[src/rtl/lcd_scan_pkg.sv]
// Shared sizes, state encoding and FIFO word layout for the LCD frame-scan sequencer.
package lcd_scan_pkg;
  localparam int H_RES_DEF = 240;
  localparam int V_RES_DEF = 320;
  localparam int X_W       = 8;
  localparam int Y_W       = 9;
  localparam int PIX_W     = 16;

  typedef enum logic [1:0] {
    IDLE  = 2'd0,
    SCAN  = 2'd1,
    DRAIN = 2'd2,
    DONE  = 2'd3
  } scan_state_t;

  typedef struct packed {
    logic             last;
    logic [PIX_W-1:0] pix;
  } fifo_word_t;
endpackage

[src/rtl/lcd_scan_fifo.sv]
// Small synchronous FIFO with count/full/empty; head word is read straight from the register array.
module lcd_scan_fifo #(
  parameter int DEPTH = 4,
  parameter int W     = 17
) (
  input  logic                     i_clk,
  input  logic                     i_rst,
  input  logic                     i_push,
  input  logic [W-1:0]             i_data,
  input  logic                     i_pop,
  output logic [W-1:0]             o_data,
  output logic [$clog2(DEPTH):0]   o_count,
  output logic                     o_full,
  output logic                     o_empty
);
  localparam int AW = $clog2(DEPTH);

  logic [W-1:0]  r_mem [DEPTH];
  logic [AW-1:0] r_wr;
  logic [AW-1:0] r_rd;
  logic [AW:0]   r_count;
  logic          w_push;
  logic          w_pop;

  assign o_count = r_count;
  assign o_full  = (r_count == (AW+1)'(DEPTH));
  assign o_empty = (r_count == '0);
  assign o_data  = r_mem[r_rd];
  assign w_pop   = i_pop & ~o_empty;
  assign w_push  = i_push & (~o_full | w_pop);

  always_ff @(posedge i_clk or posedge i_rst) begin
    if (i_rst) begin
      for (int i = 0; i < DEPTH; i++) r_mem[i] <= '0;
      r_wr    <= '0;
      r_rd    <= '0;
      r_count <= '0;
    end else begin
      if (w_push) begin
        r_mem[r_wr] <= i_data;
        r_wr        <= r_wr + 1'b1;
      end
      if (w_pop) r_rd <= r_rd + 1'b1;
      case ({w_push, w_pop})
        2'b10:   r_count <= r_count + 1'b1;
        2'b01:   r_count <= r_count - 1'b1;
        default: r_count <= r_count;
      endcase
    end
  end
endmodule

[src/rtl/lcd_frame_scan_ctrl.sv]
// Frame-scan sequencer: walks x/y, tracks fixed-latency ROM reads, buffers pixels for a ready/valid writer.
// Optional LCD_SCAN_AUTO_REFRESH_EN: restart the next frame straight from DONE, busy held high.
module lcd_frame_scan_ctrl
  import lcd_scan_pkg::*;
#(
  parameter int H_RES      = H_RES_DEF,
  parameter int V_RES      = V_RES_DEF,
  parameter int ROM_LAT    = 2,
  parameter int FIFO_DEPTH = 4
) (
  input  logic             clock,
  input  logic             reset,
  input  logic             start,
  output logic             busy,
  output logic             done,
  output logic [X_W-1:0]   xAddLCD,
  output logic [Y_W-1:0]   yAddLCD,
  input  logic [PIX_W-1:0] pix_in,
  output logic [PIX_W-1:0] pix_out,
  output logic             pix_valid,
  input  logic             pix_ready,
  output logic             pix_last
);
  localparam int CW = $clog2(FIFO_DEPTH) + 2;
  localparam logic [X_W-1:0] X_MAX = X_W'(H_RES - 1);
  localparam logic [Y_W-1:0] Y_MAX = Y_W'(V_RES - 1);

  scan_state_t                  r_state;
  logic [ROM_LAT-1:0]           r_vld_pipe;
  logic [ROM_LAT-1:0]           r_last_pipe;
  logic [CW-1:0]                r_inflight;
  logic [$clog2(FIFO_DEPTH):0]  w_fifo_count;
  logic                         w_full;
  logic                         w_empty;
  logic                         w_issue;
  logic                         w_tap;
  logic                         w_pop;
  logic                         w_at_end;
  fifo_word_t                   w_head;
  fifo_word_t                   w_wdata;

  // Credit covers both buffered pixels and reads still in the ROM pipe, so a tap always finds room.
  assign w_at_end  = (xAddLCD == X_MAX) && (yAddLCD == Y_MAX);
  assign w_issue   = (r_state == SCAN) && !w_full &&
                     ((CW'(w_fifo_count) + r_inflight) < CW'(FIFO_DEPTH));
  assign w_tap     = r_vld_pipe[ROM_LAT-1];
  assign pix_valid = ~w_empty;
  assign pix_out   = w_head.pix;
  assign pix_last  = w_head.last & pix_valid;
  assign w_pop     = pix_valid & pix_ready;
  assign w_wdata   = '{last: r_last_pipe[ROM_LAT-1], pix: pix_in};

  lcd_scan_fifo #(
    .DEPTH (FIFO_DEPTH),
    .W     ($bits(fifo_word_t))
  ) u_fifo (
    .i_clk   (clock),
    .i_rst   (reset),
    .i_push  (w_tap),
    .i_data  (w_wdata),
    .i_pop   (w_pop),
    .o_data  (w_head),
    .o_count (w_fifo_count),
    .o_full  (w_full),
    .o_empty (w_empty)
  );

  always_ff @(posedge clock or posedge reset) begin
    if (reset) begin
      r_vld_pipe  <= '0;
      r_last_pipe <= '0;
      r_inflight  <= '0;
    end else begin
      r_vld_pipe[0]  <= w_issue;
      r_last_pipe[0] <= w_issue & w_at_end;
      for (int i = 1; i < ROM_LAT; i++) begin
        r_vld_pipe[i]  <= r_vld_pipe[i-1];
        r_last_pipe[i] <= r_last_pipe[i-1];
      end
      case ({w_issue, w_tap})
        2'b10:   r_inflight <= r_inflight + 1'b1;
        2'b01:   r_inflight <= r_inflight - 1'b1;
        default: r_inflight <= r_inflight;
      endcase
    end
  end

  always_ff @(posedge clock or posedge reset) begin
    if (reset) begin
      r_state <= IDLE;
      busy    <= 1'b0;
      done    <= 1'b0;
      xAddLCD <= '0;
      yAddLCD <= '0;
    end else begin
      done <= 1'b0;
      case (r_state)
        IDLE: begin
          if (start) begin
            r_state <= SCAN;
            busy    <= 1'b1;
            xAddLCD <= '0;
            yAddLCD <= '0;
          end
        end
        SCAN: begin
          if (w_issue) begin
            if (w_at_end) begin
              r_state <= DRAIN;
            end else if (xAddLCD == X_MAX) begin
              xAddLCD <= '0;
              yAddLCD <= yAddLCD + 1'b1;
            end else begin
              xAddLCD <= xAddLCD + 1'b1;
            end
          end
        end
        DRAIN: begin
          // The flagged pixel is the final push, so its handshake means pipe and FIFO are empty.
          if (w_pop && pix_last && (r_inflight == '0)) begin
            r_state <= DONE;
            done    <= 1'b1;
`ifndef LCD_SCAN_AUTO_REFRESH_EN
            busy    <= 1'b0;
`endif
          end
        end
        DONE: begin
`ifdef LCD_SCAN_AUTO_REFRESH_EN
          r_state <= SCAN;
`else
          r_state <= IDLE;
`endif
          xAddLCD <= '0;
          yAddLCD <= '0;
        end
        default: r_state <= IDLE;
      endcase
    end
  end
endmodule

[config.mk]
export PLATFORM = sky130hd
export DESIGN_NAME = lcd_frame_scan_ctrl
export DESIGN_NICKNAME = d
export VERILOG_FILES = /design/src/rtl/lcd_scan_pkg.sv /design/src/rtl/lcd_scan_fifo.sv /design/src/rtl/lcd_frame_scan_ctrl.sv
export SDC_FILE = /design/constraint.sdc
export NUM_CORES = 1
export LEC_CHECK = 0
export CAP_MARGIN = 20
export CORE_MARGIN = 2
export CORE_UTILIZATION = 45
export DETAILED_ROUTE_END_ITERATION = 8
export MAX_ROUTING_LAYER = met4
export PLACE_DENSITY = 0.72
export RECOVER_POWER = 25
export SYNTH_ARGS = -nofsm -noshare
export SYNTH_HDL_FRONTEND = slang
export SYNTH_HIERARCHICAL = 1
export SYNTH_SLANG_ARGS = --single-unit
[constraint.sdc]
create_clock -name clock -period 7.55 [get_ports clock]
set_input_delay 0.755 -clock clock [delete_from_list [all_inputs] [get_ports clock]]
set_output_delay 0.755 -clock clock [all_outputs]
set_load 0.01 [all_outputs]
## Word-level counts from Yosys, hierarchy flattened

Index checks and enable logic that the tools add are counted.

- Magnitude comparators: 4
- Muxes and demuxes: 28
- Equality and inequality tests: 16
- Reductions and logical operators: 18
- Bitwise logic cells: 10
- $add $sub $neg: 9

Operators with widths:

| cell | count |
|---|---|
| $bwmux 68 | 1 |
| $mux 17 | 3 |
| $mux 9 | 4 |
| $bmux 17 s2 | 1 |
| $demux 17 s2 | 1 |
| $mux 8 | 4 |
| $pmux 9 s3 | 1 |
| $pmux 8 s3 | 1 |
| $ne 2x2->1 const B | 6 |
| $add 9x1->9 const B | 1 |
| $eq 9x9->1 const B | 1 |
| $add 8x1->8 const B | 1 |
| $eq 2x2->1 const B | 4 |
| $eq 8x8->1 const B | 1 |
| $mux 2 | 4 |
| $pmux 2 s4 | 1 |
| $pmux 4 s2 | 1 |
| $reduce_and 4->1 | 2 |
| $eq 2x1->1 const B | 3 |
| $ge 3x3->1 const B | 2 |
| $logic_and 1x1->1 | 6 |
| $not 2->3 | 2 |
| $pmux 3 s2 | 1 |
| $reduce_bool 2->1 | 3 |
| other kinds (21) | 30 |

- Input port bits: 20
- Word-level logic and storage cells: 100
- Register bits after elaboration: 104
- Output and inout port bits: 37

## Depth between registers and ports, before layout

Gate-level depths: netlist (run 1).

- Depth after elaboration: 9
- Gate-level depth with buffers: 14
- Depth with buffers taken out: 12

## Cells and area by module

The synthesis (run 1) kept the hierarchy.

By module, submodules not included:

| module | cells each | instances | area an instance (um2) | sequential area each (um2) |
|---|---|---|---|---|
| lcd_scan_fifo | 203 | 1 | 3365.7 | 1876.8 |
| lcd_frame_scan_ctrl | 206 | 1 | 1918.1 | 725.7 |

## Worst setup path before layout (run 1)

Ideal clock, no wire load.

- Path kind: register to register
- Start point: reg r_inflight[1]
- End point: reg r_inflight[2]
- Stages on the path, launching flop included: 15
- Setup slack: 4.733 ns
- Path buffers: 2
- Library setup time: 0.125 ns
- Clock period less this slack: 2.817 ns
- Required time: 7.425 ns
- Arrival time: 2.692 ns
- Cell sequence: dfrtp_1 -> ha_1 -> a31o_1 -> o21bai_4 -> a21oi_2 -> buf_4 -> buf_6 -> nand2_1 -> ha_1 -> xor2_1 -> ha_1 -> a21oi_1 -> xor2_1 -> nor2_1 -> xor2_1

- Word-level cells in the longest chain between the ends: 5
- Elaborated cells between the ends (all ways): 9
- Those cells by class: 3 x add/sub; 1 x order compare; 2 x eq/ne; 1 x mux; 2 x reduce/logical

Ends and longest elaborated chain:

| what | RTL line | RTL |
|---|---|---|
| start, declared | lcd_frame_scan_ctrl.sv:31 | `logic [CW-1:0] r_inflight;` |
| start signal, assigned | lcd_frame_scan_ctrl.sv:81 | `2'b10: r_inflight <= r_inflight + 1'b1;` |
| start signal, assigned | lcd_frame_scan_ctrl.sv:82 | `2'b01: r_inflight <= r_inflight - 1'b1;` |
| start signal, assigned | lcd_frame_scan_ctrl.sv:83 | `default: r_inflight <= r_inflight;` |
| $add 3x4->4 | lcd_frame_scan_ctrl.sv:45 | `((CW'(w_fifo_count) + r_inflight) < CW'(FIFO_DEPTH));` |
| $lt 4x3->1 | lcd_frame_scan_ctrl.sv:45 |  |
| $logic_and 1x1->1 | lcd_frame_scan_ctrl.sv:44 | `assign w_issue = (r_state == SCAN) && !w_full &&` |
| $eq 2x1->1 or $eq 2x2->1 (tied branches) | lcd_frame_scan_ctrl.sv:80 | `case ({w_issue, w_tap})` |
| $pmux 4 s2 or $reduce_bool 2->1 (tied branches) | n/a |  |

Parallel ways exist; a longest one is shown, timed or not.
A chain may end at the register's enable or synchronous reset.

==> summary.md, run 1 <==
| Metric | Value |
|---|---|
| Status | `finished with violations` |
| Synthesized area per cell | `12.9 um2` |
| Hold Path Class | `reg2reg` |
| Period utilisation layout | `59.8%` |
| Share of layout cells above drive strength 1 | `25.4%` |
| Final Hold Vio Count | `0` |
| Setup Skew | `9.93 ps` |
| # nets final | `499` |
| Sw frac | `29.5%` |
| Final Wtd Congestion | `0.844` |
| DR WL met3 | `390 um` |
| Clock Latency Late Sink | `350 ps` |
| CTS tree | `done` |
| Routed Antenna Nets | `0` |
| Worst vdd ir | `0.233 mV` |
| Via/cell ratio | `5.65` |
| Max-Cap Viols | `2` |
| Num Clock Sinks | `104` |
| Largest net degree at the start of global routing | `76` |
| Syn Std Cell Area | `5280 um2` |
| Startpoint Class | `input pin` |
| # rows | `39` |
| Worst Path Required | `7120 ps` |
| Combinational power share | `28.3%` |
| Port bufs | `56` |
| CP arrival | `4090 ps` |
| Area grow syn2layout | `17.5%` |
| Post-synth EDFFs | `0` |
| Die H | `112 um` |
| Synth cell types | `61` |
| Worst Setup Path Type | `in2async` |
| Final setup TNS | `0 ps` |
| # resized after CTS | `0` |
| Post-synth top flop | `dfrtp_1` |
| Post-synth top area share | `49.3%` |
| # IOs | `57` |
| Critical-path maximum fanout | `75` |
| First-pass GRT wire length | `18,000 um` |
| Setup-failing EPs final | `0` |
| Fraction of synthesis flops using an asynchronous set or reset pin | `100%` |
| CTS root buf | `clkbuf_16` |
| Max Slew Vio Count | `106` |
| Relative slew slack | `-155%` |
| Final hold slack | `349 ps` |
| Die area | `12,600 um2` |
| Final core occ | `54.4%` |
| Leak Pwr | `2.64 nW` |
| Hold_buf cts | `0` |
| Gr usage total | `18.6%` |
| Dpl ws | `4140 ps` |
| Seq pwr share | `42.8%` |
| DP Wirelength | `7070 um` |
| Clock Tree Buf Depth | `2` |
| Synth area leader | `dfrtp_1` |
| Drt drc | `0` |
| Largest cells by area after synthesis | `dfrtp_1 49%, mux2_2 15%, mux4_2 7.2%` |
| Diode count | `0` |
| Number of global-route vias before repair | `3,579` |
| Top Layer Used | `met4` |
| Total setup buffers inserted after CTS | `0` |
| Iteration-0 DRC Markers | `213` |
| WL/cell | `17.6 um` |
| Routed via count | `3,452` |
| Syn Nets | `445` |
| Die width | `112 um` |
| Core Region | `11,400 um2` |
| Mapped Cells | `409` |
| F_max | `0.222 GHz` |
| Synthesized flop and latch total | `104` |
| Final wirelength | `10,700 um` |
| Antenna violations before repair | `0` |
| Total congestion overflow | `0` |
| Leading cell type by number of instances after synthesis | `dfrtp_1` |
| DR WL met2 | `5270 um` |
| Cell Int Power | `1.06 mW` |
| Failing checks | `capacitance limit, slew limit` |
| Post-synthesis sequential area ratio | `49.3%` |
| Fin crit period | `4510 ps` |
| Cts bufs inserted | `9` |
| RSZ-0062 raised after global routing | `no` |
| NetSw | `0.443 mW` |
| Commonest cells post-synth | `104 x dfrtp_1, 70 x mux2_2, 31 x nand2_1` |
| Final worst slack | `3040 ps` |
| Clock share of power | `29.0%` |
| Worst-Margin Slew | `3820 ps` |
| PD cells | `242 nW/um2` |
| H-Tree Depth | `3` |
| Crit end category | `async pin` |
| Worst-path clk slew | `60 ps` |
| Met1 WL | `4950 um` |
| Starting Density | `46.3%` |
| Detailed Routing Iterations Pass 1 | `4` |
| Warnings, synthesis | `6` |
## layout make-up
cell class | instances | area, um2
multi-input cells | 275 | 2520
fillers | 978 | 5210
inverters | 14 | 52.6
flip-flops and latches | 104 | 2600
clock buffers | 11 | 243
well taps | 143 | 179
clock inverters | 5 | 32.5
repair buffers | 59 | 576
## cell families (layout without fill, tap and decap cells)
group                      Yosys count  after routing  share of synthesized area, %
muxes                               89             89                          22.5
and+or+nand+nor                    108            108                          11.8
adders and majority gates           16             16                          3.93
AOI/OAI and AO/OA                   51             51                          7.65
buffers and inverters               30             89                          3.01
xor gates and xnor gates            11             11                          1.82
DFF                                104            104                          49.3
## layout by cell type, fill, tap and decap left out, types with 7 or more instances in the layout
master and n:
a21oi_1 10, dfrtp_1 104, ha_1 15, mux4_2 17, inv_1 12, nor2_1 11
xor2_1 7, clkbuf_16 9, nor3_1 11, clkdlybuf4s50_1 54, nand3_1 7, and3_1 11
nand2_1 31, and2_1 7, mux2_2 70
## stage by stage
step / cells / instance area [um2] / total power, mW
floorplan: 409 / 5280 / 0.922
global placement: 595 / 5940 / 1.07
detailed placement: 595 / 5940 / 1.08
CTS: 611 / 6210 / 1.52
global route: 611 / 6210 / 1.58
finish: 611 / 6210 / 1.50
## sequential cells by signal (all words and copies together) (netlist names)
name	flops
xAddLCD	8
yAddLCD	9
u_fifo/r_wr	2
done	1
r_inflight	4
u_fifo/o_count	3
r_last_pipe	2
u_fifo/r_mem	68
r_state	2
u_fifo/r_rd	2
busy	1
r_vld_pipe	2
## layer usage
layer	GRT usage, %	vias up
met4	5.45	0
met1	24.5	1749
li1	-	1617
met5	-	-
met3	4.10	11
met2	29.2	75
## final timing paths
path / start / to / slack [ps] / cells past startpoint
hold reg to reg: r_last_pipe[0]$_DFF_PP0_ / r_last_pipe[1]$_DFF_PP0_ / 350 / 0
setup reg to reg: u_fifo/o_count[1]$_DFFE_PP0P_ / r_inflight[2]$_DFFE_PP0P_ / 4080 / 12
hold / removal: r_last_pipe[0]$_DFF_PP0_ / r_last_pipe[1]$_DFF_PP0_ / 350 / 0
min in group asynchronous: reset / yAddLCD[1]$_DFFE_PP0P_ / 1420 / 3
setup / recovery: reset / u_fifo/r_mem[2]$_DFFE_PP0P_ / 3040 / 3
max in group clock: u_fifo/o_count[1]$_DFFE_PP0P_ / r_inflight[2]$_DFFE_PP0P_ / 4080 / 12
## critical path, cell delays in order
cell and delay [ps]:
dlygate4sd3_1 550, clkinv_1 60, clkbuf_1 2670
## power by group through the flow
stage | Sequential (mW) | Combinational [mW] | Clock (mW)
after global routing | 0.647 | 0.460 | 0.468
after floorplan | 0.619 | 0.303 | 0
final | 0.642 | 0.425 | 0.435
after global placement | 0.649 | 0.424 | 0
after detailed placement | 0.652 | 0.432 | 0
after CTS | 0.642 | 0.434 | 0.446
Note: power is estimated with default switching activity, not from simulation.
==> inputs of run 2 (changes only) <==
PLACE_DENSITY = 0.74   (was 0.72)
clock period = 3.7 ns   (was 7.55 ns; I/O delays follow)
==> run 2 against run 1 <==
Compared with the run above: the run now ends clean; total power rose by 110%; design area up 1.9%; setup slack worse by 2100 ps; sequential share of layout area decreased by 0.79 points; register-to-register slack lost 3100 ps; combinational power grew 120%; global-route usage rose by 0.30 points; critical endpoint is now u_fifo/o_count[2]$_DFFE_PP0P_; highest routed layer unchanged.
==> summary.md, run 2 (same netlist as run 1, synthesis figures left out) <==
| Metric | Value |
|---|---|
| Share of layout cells above drive strength 1 | `27.1% (+1.7 points)` |
| Num Clock Sinks | `104 (unchanged)` |
| Max-Cap Viols | `0 (-2)` |
| Final Hold Vio Count | `0 (unchanged)` |
| Placed insts | `602 (+1.2%)` |
| Period utilisation layout | `74.6%` |
| Antenna violations before repair | `0 (unchanged)` |
| Placement Cell Area | `6010 um2 (+1.2%)` |
| Hold Path Stages | `0 (unchanged)` |
| Core Region | `11,400 um2 (unchanged)` |
| Total congestion overflow | `0 (unchanged)` |
| # nets final | `507 (+1.6%)` |
| Leak Pwr | `2.71 nW (+2.6%)` |
| # IOs | `57 (unchanged)` |
| Die H | `112 um (unchanged)` |
| Port bufs | `56 (unchanged)` |
| Relative slew slack | `56.3% (+210 points)` |
| Hold Path Class | `reg2reg` |
| Crit end category | `register` |
| Worst vdd ir | `0.437 mV (+88%)` |
| # resized after CTS | `0 (unchanged)` |
| Status | `finished, final reports clean` |
| Number of global-route vias before repair | `3,723 (+4.0%)` |
| Starting Density | `46.3% (unchanged)` |
| Fin cells | `619 (+1.3%)` |
| First-pass GRT wire length | `18,400 um (+2.1%)` |
| Worst Path Required | `3970 ps (-3150 ps)` |
| DP Wirelength | `7480 um (+5.9%)` |
| Worst-Margin Slew | `654 ps (-3170 ps)` |
| Final Wtd Congestion | `0.878 (+4.0%)` |
| Worst-path clk slew | `60 ps (about the same)` |
| Critical-path maximum fanout | `6 (-92%)` |
| Iteration-0 DRC Markers | `196 (-8.0%)` |
| R2R Setup Slk | `940 ps (-3140 ps)` |
| Commonest cells after routing, fill and taps aside | `104 x dfrtp_1, 70 x mux2_2, 55 x clkdlybuf4s50_1` |
| Setup Skew | `7.54 ps (-2.39 ps)` |
| Multi-input logic area | `2520 um2 (unchanged)` |
| Clock Latency Late Sink | `350 ps (about the same)` |
| CTS root buf | `clkbuf_16` |
| Commonest non-fill, non-tap cell in the layout | `dfrtp_1` |
| Routed Antenna Nets | `0 (unchanged)` |
| Diode count | `0 (unchanged)` |
| Die area | `12,600 um2 (unchanged)` |
| FF+latch area | `2600 um2 (unchanged)` |
| PD cells | `497 nW/um2 (+110%)` |
| Die width | `112 um (unchanged)` |
| Number of flip-flops under the largest register name | `68 (unchanged)` |
| Final setup TNS | `0 ps (unchanged)` |
| Max Slew Vio Count | `0 (-100%)` |
| Setup-failing EPs final | `0 (unchanged)` |
| R2R depth | `10 (-2)` |
| Clock Tree Buf Depth | `2 (unchanged)` |
| H-Tree Depth | `3 (unchanged)` |
| Final core occ | `55.4% (+1.0 points)` |
| Drt drc | `0 (unchanged)` |
| Via/cell ratio | `5.70 (+0.97%)` |
| CTS tree | `done` |
| Cts bufs inserted | `9 (unchanged)` |
| Gr usage total | `18.9% (+0.30 points)` |
| Final wirelength | `11,000 um (+2.0%)` |
| Worst Setup Path Type | `reg2reg` |
| Startpoint Class | `register` |
| Total setup buffers inserted after CTS | `0 (unchanged)` |
| Detailed Routing Iterations Pass 1 | `4 (unchanged)` |
| # rows | `39 (unchanged)` |
| WL/cell | `17.7 um (+0.69%)` |
| Fin crit period | `2760 ps` |
| Design area | `6330 um2 (+1.9%)` |
| Routed via count | `3,531 (+2.3%)` |
| Fill cells | `970 (-0.82%)` |
| Area grow syn2layout | `19.7%` |
| Biggest register | `u_fifo/r_mem` |
| F_max | `0.362 GHz` |
| Largest regs | `u_fifo/r_mem x68, yAddLCD x9, xAddLCD x8` |
| RSZ-0062 raised after global routing | `no` |
| Hold_buf cts | `0 (unchanged)` |
| CP arrival | `3030 ps (-1060 ps)` |
| Largest net degree at the start of global routing | `53 (-30%)` |
[run 2: cell count changes in the layout (fill, tap and decap cells not counted), sizes merged, moves of 3 or more]
cell    delta
buf       +10
inv        +3
clkinv     -4
clkbuf     -3
[run 2: stage by stage]
step	setup slack [ps]	total power [mW]	hold slack (ps)
floorplan	883	1.88	331
global placement	974	2.20	333
detailed placement	892	2.23	337
CTS	931	3.18	352
global route	737	3.30	362
finish	941	3.14	350
[run 2: final cells by class]
type / instances / share of cell area, %
Sequential cell: 104 / 41.1
Multi-Input combinational cell: 275 / 39.9
Timing Repair Buffer: 67 / 10.7
Clock buffer: 10 / 3.62
Tap cell: 143 / 2.83
Clock inverter: 6 / 1.03
Inverter: 14 / 0.831
[run 2: worst max-delay path: stages, from the launching register on]
cell and delay (ps):
dfrtp_1 470, nor3_1 330, nor2b_1 150, nor4b_4 420, nand2b_1 240, ha_1 220
inv_1 70, fa_1 380, xor2_1 150, nor2_1 120, xor2_1 150
[run 2: path summary, 6_finish.rpt]
| check | to | from |
|---|---|---|
| worst max-delay path | u_fifo/o_count[2]$_DFFE_PP0P_ | u_fifo/o_count[0]$_DFFE_PP0P_ |
| worst min-delay path | r_vld_pipe[1]$_DFF_PP0_ | r_vld_pipe[0]$_DFF_PP0_ |
| worst max register to register | u_fifo/o_count[2]$_DFFE_PP0P_ | u_fifo/o_count[0]$_DFFE_PP0P_ |
| worst min register to register | r_vld_pipe[1]$_DFF_PP0_ | r_vld_pipe[0]$_DFF_PP0_ |
| max in group asynchronous | u_fifo/r_mem[38]$_DFFE_PP0P_ | reset |
| min in group asynchronous | u_fifo/r_mem[12]$_DFFE_PP0P_ | reset |
[run 2: layer usage]
| metal | up-vias | part of all wire (%) | global-route usage, % | wire, um |
|---|---|---|---|---|
| li1 | 1643 | - | - | - |
| met1 | 1802 | 45 | 24.0 | 4950 |
| met2 | 76 | 49 | 30.8 | 5420 |
| met3 | 10 | 4.2 | 4.75 | 462 |
| met4 | 0 | 1.1 | 4.39 | 125 |
| met5 | - | 0 | - | 0 |
[run 2: power by group]
part / leakage (nW) / internal [mW] / switching (mW) / total (mW)
Sequential: 1.26 / 1.20 / 0.0620 / 1.26
Clock: 0.143 / 0.527 / 0.416 / 0.944
Combinational: 1.31 / 0.503 / 0.432 / 0.935
==> inputs of run 3 (changes only) <==
clock period = 2.4 ns   (was 3.7 ns; I/O delays follow)
==> run 3 against run 2 <==
Compared with the run above: core utilization increased by 1.9 points; final cell count is 2.4% higher; register-to-register slack worse by 980 ps; total power up 58%; critical path depth is 2 higher; count of clock-buffer cells in the layout fell by 1; die area unchanged; worst hold slack improved by 11 ps; first-iteration DRC count grew 2.0%; the flow now finishes with violations (capacitance limit, slew limit, setup timing); sequential share of layout area down 1.3 points; global-route usage up 0.88 points; highest routed layer unchanged; design area grew 3.4%; largest power group unchanged.
==> summary.md, run 3 (same netlist as run 1, synthesis figures left out) <==
| Metric | Value |
|---|---|
| Hold Path Class | `reg2reg` |
| Clock Tree Buf Depth | `2 (unchanged)` |
| Period utilisation layout | `102% (+27 points)` |
| Reg2reg end | `r_inflight[2]$_DFFE_PP0P_` |
| Final setup TNS | `-40.8 ps (-40.8 ps)` |
| Status | `finished with violations` |
| Startpoint Class | `register` |
| Cts bufs inserted | `9 (unchanged)` |
| Max-Cap Viols | `1 (+1)` |
| Worst-path cell chain | `ha_1 -> a31o_1 -> o21bai_4 -> a21oi_4 -> nand2_4 -> ha_4 -> xor2_1 -> ha_2 -> a21oi_2 -> xor2_1 -> nor2_1 -> xor2_1` |
| First-pass GRT wire length | `19,200 um (+4.4%)` |
| F_max | `0.410 GHz (+13%)` |
| Commonest cells after routing, fill and taps aside | `104 x dfrtp_1, 70 x mux2_2, 55 x clkdlybuf4s50_1` |
| Final Hold Vio Count | `0 (unchanged)` |
| Seq pwr share | `38.8% (-1.4 points)` |
| Routed via count | `3,609 (+2.2%)` |
| Design area | `6540 um2 (+3.4%)` |
| Iteration-0 DRC Markers | `200 (+2.0%)` |
| Via/cell ratio | `5.69 (-0.21%)` |
| Cell Int Power | `3.45 mW (+54%)` |
| Commonest non-fill, non-tap cell in the layout | `dfrtp_1` |
| Slowest CP cell | `dfrtp_1` |
| Worst Setup Path Type | `reg2reg` |
| Cell mode on critical path | `xor2_1` |
| Die width | `112 um (unchanged)` |
| Diode count | `0 (unchanged)` |
| Setup Skew | `10.3 ps (+2.80 ps)` |
| Gr usage total | `19.8% (+0.88 points)` |
| WHS Endpoint | `r_vld_pipe[1]$_DFF_PP0_` |
| Crit path largest cell delay | `430 ps (-40 ps)` |
| CTS root buf | `clkbuf_16` |
| Critical-path maximum fanout | `3 (-3)` |
| DP Wirelength | `7720 um (+3.1%)` |
| Routed Antenna Nets | `0 (unchanged)` |
| H-Tree Depth | `3 (unchanged)` |
| PD cells | `759 nW/um2 (+53%)` |
| Final worst slack | `-38.2 ps (-979 ps)` |
| CP arrival | `2670 ps (-360 ps)` |
| Final wirelength | `11,200 um (+2.1%)` |
| Detailed Routing Iterations Pass 1 | `5 (+1)` |
| CTS tree | `done` |
| Leak Pwr | `2.79 nW (+3.0%)` |
| Fin crit period | `2440 ps (-321 ps)` |
| # IOs | `57 (unchanged)` |
| Combinational power share | `32.2% (+2.5 points)` |
| Final Wtd Congestion | `0.801 (-8.8%)` |
| Launch point of the worst reg-to-reg path | `u_fifo/o_count[1]$_DFFE_PP0P_` |
| Antenna violations before repair | `0 (unchanged)` |
| Worst-Margin Slew | `1590 ps (+940 ps)` |
| Largest net degree at the start of global routing | `49 (-7.5%)` |
| Hold Path Stages | `0 (unchanged)` |
| Sw frac | `30.5% (+1.6 points)` |
| Worst vdd ir | `0.542 mV (+24%)` |
| Final core occ | `57.3% (+1.9 points)` |
| Number of global-route vias before repair | `3,813 (+2.4%)` |
| Number of flip-flops under the largest register name | `68 (unchanged)` |
| Setup-failing EPs final | `2 (+2)` |
| Clock share of power | `29.0% (-1.0 points)` |
| Max Slew Vio Count | `30 (+30)` |
| Placement Cell Area | `6200 um2 (+3.1%)` |
| Port bufs | `56 (unchanged)` |
| Starting Density | `46.3% (unchanged)` |
| Die H | `112 um (unchanged)` |
| Area grow syn2layout | `23.8%` |
| Num Clock Sinks | `104 (unchanged)` |
| R2R Setup Slk | `-40 ps (-980 ps)` |
| RSZ-0062 raised after global routing | `yes` |
| Total setup buffers inserted after CTS | `0 (unchanged)` |
| Largest regs | `u_fifo/r_mem x68, yAddLCD x9, xAddLCD x8` |
| # nets final | `522 (+3.0%)` |
| # rows | `39 (unchanged)` |
| NetSw | `1.51 mW (+66%)` |
| WL/cell | `17.7 um (-0.33%)` |
| Relative slew slack | `-6.24% (-63 points)` |
| R2R depth | `12 (+2)` |
| Min-delay src | `r_vld_pipe[0]$_DFF_PP0_` |
| Failing checks | `capacitance limit, slew limit, setup timing` |
| Crit end category | `register` |
| Core Region | `11,400 um2 (unchanged)` |
| Worst-path clk slew | `70 ps (about the same)` |
| Total congestion overflow | `0 (unchanged)` |
| Clock Latency Late Sink | `350 ps (about the same)` |
| Drt drc | `0 (unchanged)` |
| Biggest register | `u_fifo/r_mem` |
| Share of layout cells above drive strength 1 | `31.8% (+4.7 points)` |
| Final hold slack | `361 ps (+10.8 ps)` |
| Worst Path Required | `2630 ps (-1340 ps)` |
| Design Power | `4.96 mW (+58%)` |
| Die area | `12,600 um2 (unchanged)` |
==> run 3: critical path: cells and delay by family (launching register included) <==
kind	cells	cell delay, ps
adder cells (fa/ha/maj)	3	660
AO/OA/AOI/OAI	4	640
flip-flops	1	430
XOR/XNOR	3	450
AND/OR/NAND/NOR	2	130
==> run 3: worst max path at each step <==
stage	slack (ps)	cells past startpoint	start	endpoint
floorplan	-250	14	u_fifo/o_count[1]$_DFFE_PP0P_	r_inflight[2]$_DFFE_PP0P_
global placement	40	12	r_inflight[2]$_DFFE_PP0P_	r_inflight[2]$_DFFE_PP0P_
detailed placement	-70	11	u_fifo/o_count[2]$_DFFE_PP0P_	u_fifo/o_count[2]$_DFFE_PP0P_
CTS	-40	12	u_fifo/o_count[1]$_DFFE_PP0P_	r_inflight[2]$_DFFE_PP0P_
global route	-180	12	u_fifo/o_count[1]$_DFFE_PP0P_	r_inflight[2]$_DFFE_PP0P_
finish	-40	12	u_fifo/o_count[1]$_DFFE_PP0P_	r_inflight[2]$_DFFE_PP0P_
==> run 3: repair_timing <==
action | 4_1_cts | 5_1_grt
setup endpoints to repair | 15 | 5
resized for setup | 7 | 5
pin swaps | 3 | 6
hold buffers | 0 | 0
==> run 3: metal layers <==
metal	routed length [um]	global-route usage, %	share of wire (%)
met1	4820	24.7	43
met2	5830	32.7	52
met3	429	4.37	3.8
met4	114	5.61	1.0
met5	0	-	0
==> run 3: cell type report <==
cell class | instances | area, um2
Clock buffer | 9 | 225
Tap cell | 143 | 179
Fill cell | 953 | 4880
Clock inverter | 7 | 76.3
Inverter | 14 | 52.6
Sequential cell | 104 | 2600
Multi-Input combinational cell | 275 | 2590
Timing Repair Buffer | 82 | 810
==> run 3: through the flow <==
stage / setup slack, ps / instances
after floorplan: -252 / 409
after global placement: 35.4 / 618
after detailed placement: -67.6 / 618
after CTS: -36.6 / 634
after global routing: -175 / 634
final: -38.2 / 634
==> run 3: power groups by stage <==
stage          Clock (mW)  Combinational (mW)  Sequential (mW)
2_1_floorplan           0               0.967             1.95
6_report             1.44                1.60             1.93
4_1_cts              1.48                1.62             1.92
3_5_place_dp            0                1.58             1.95
3_3_place_gp            0                1.54             1.94
5_1_grt              1.53                1.72             1.94
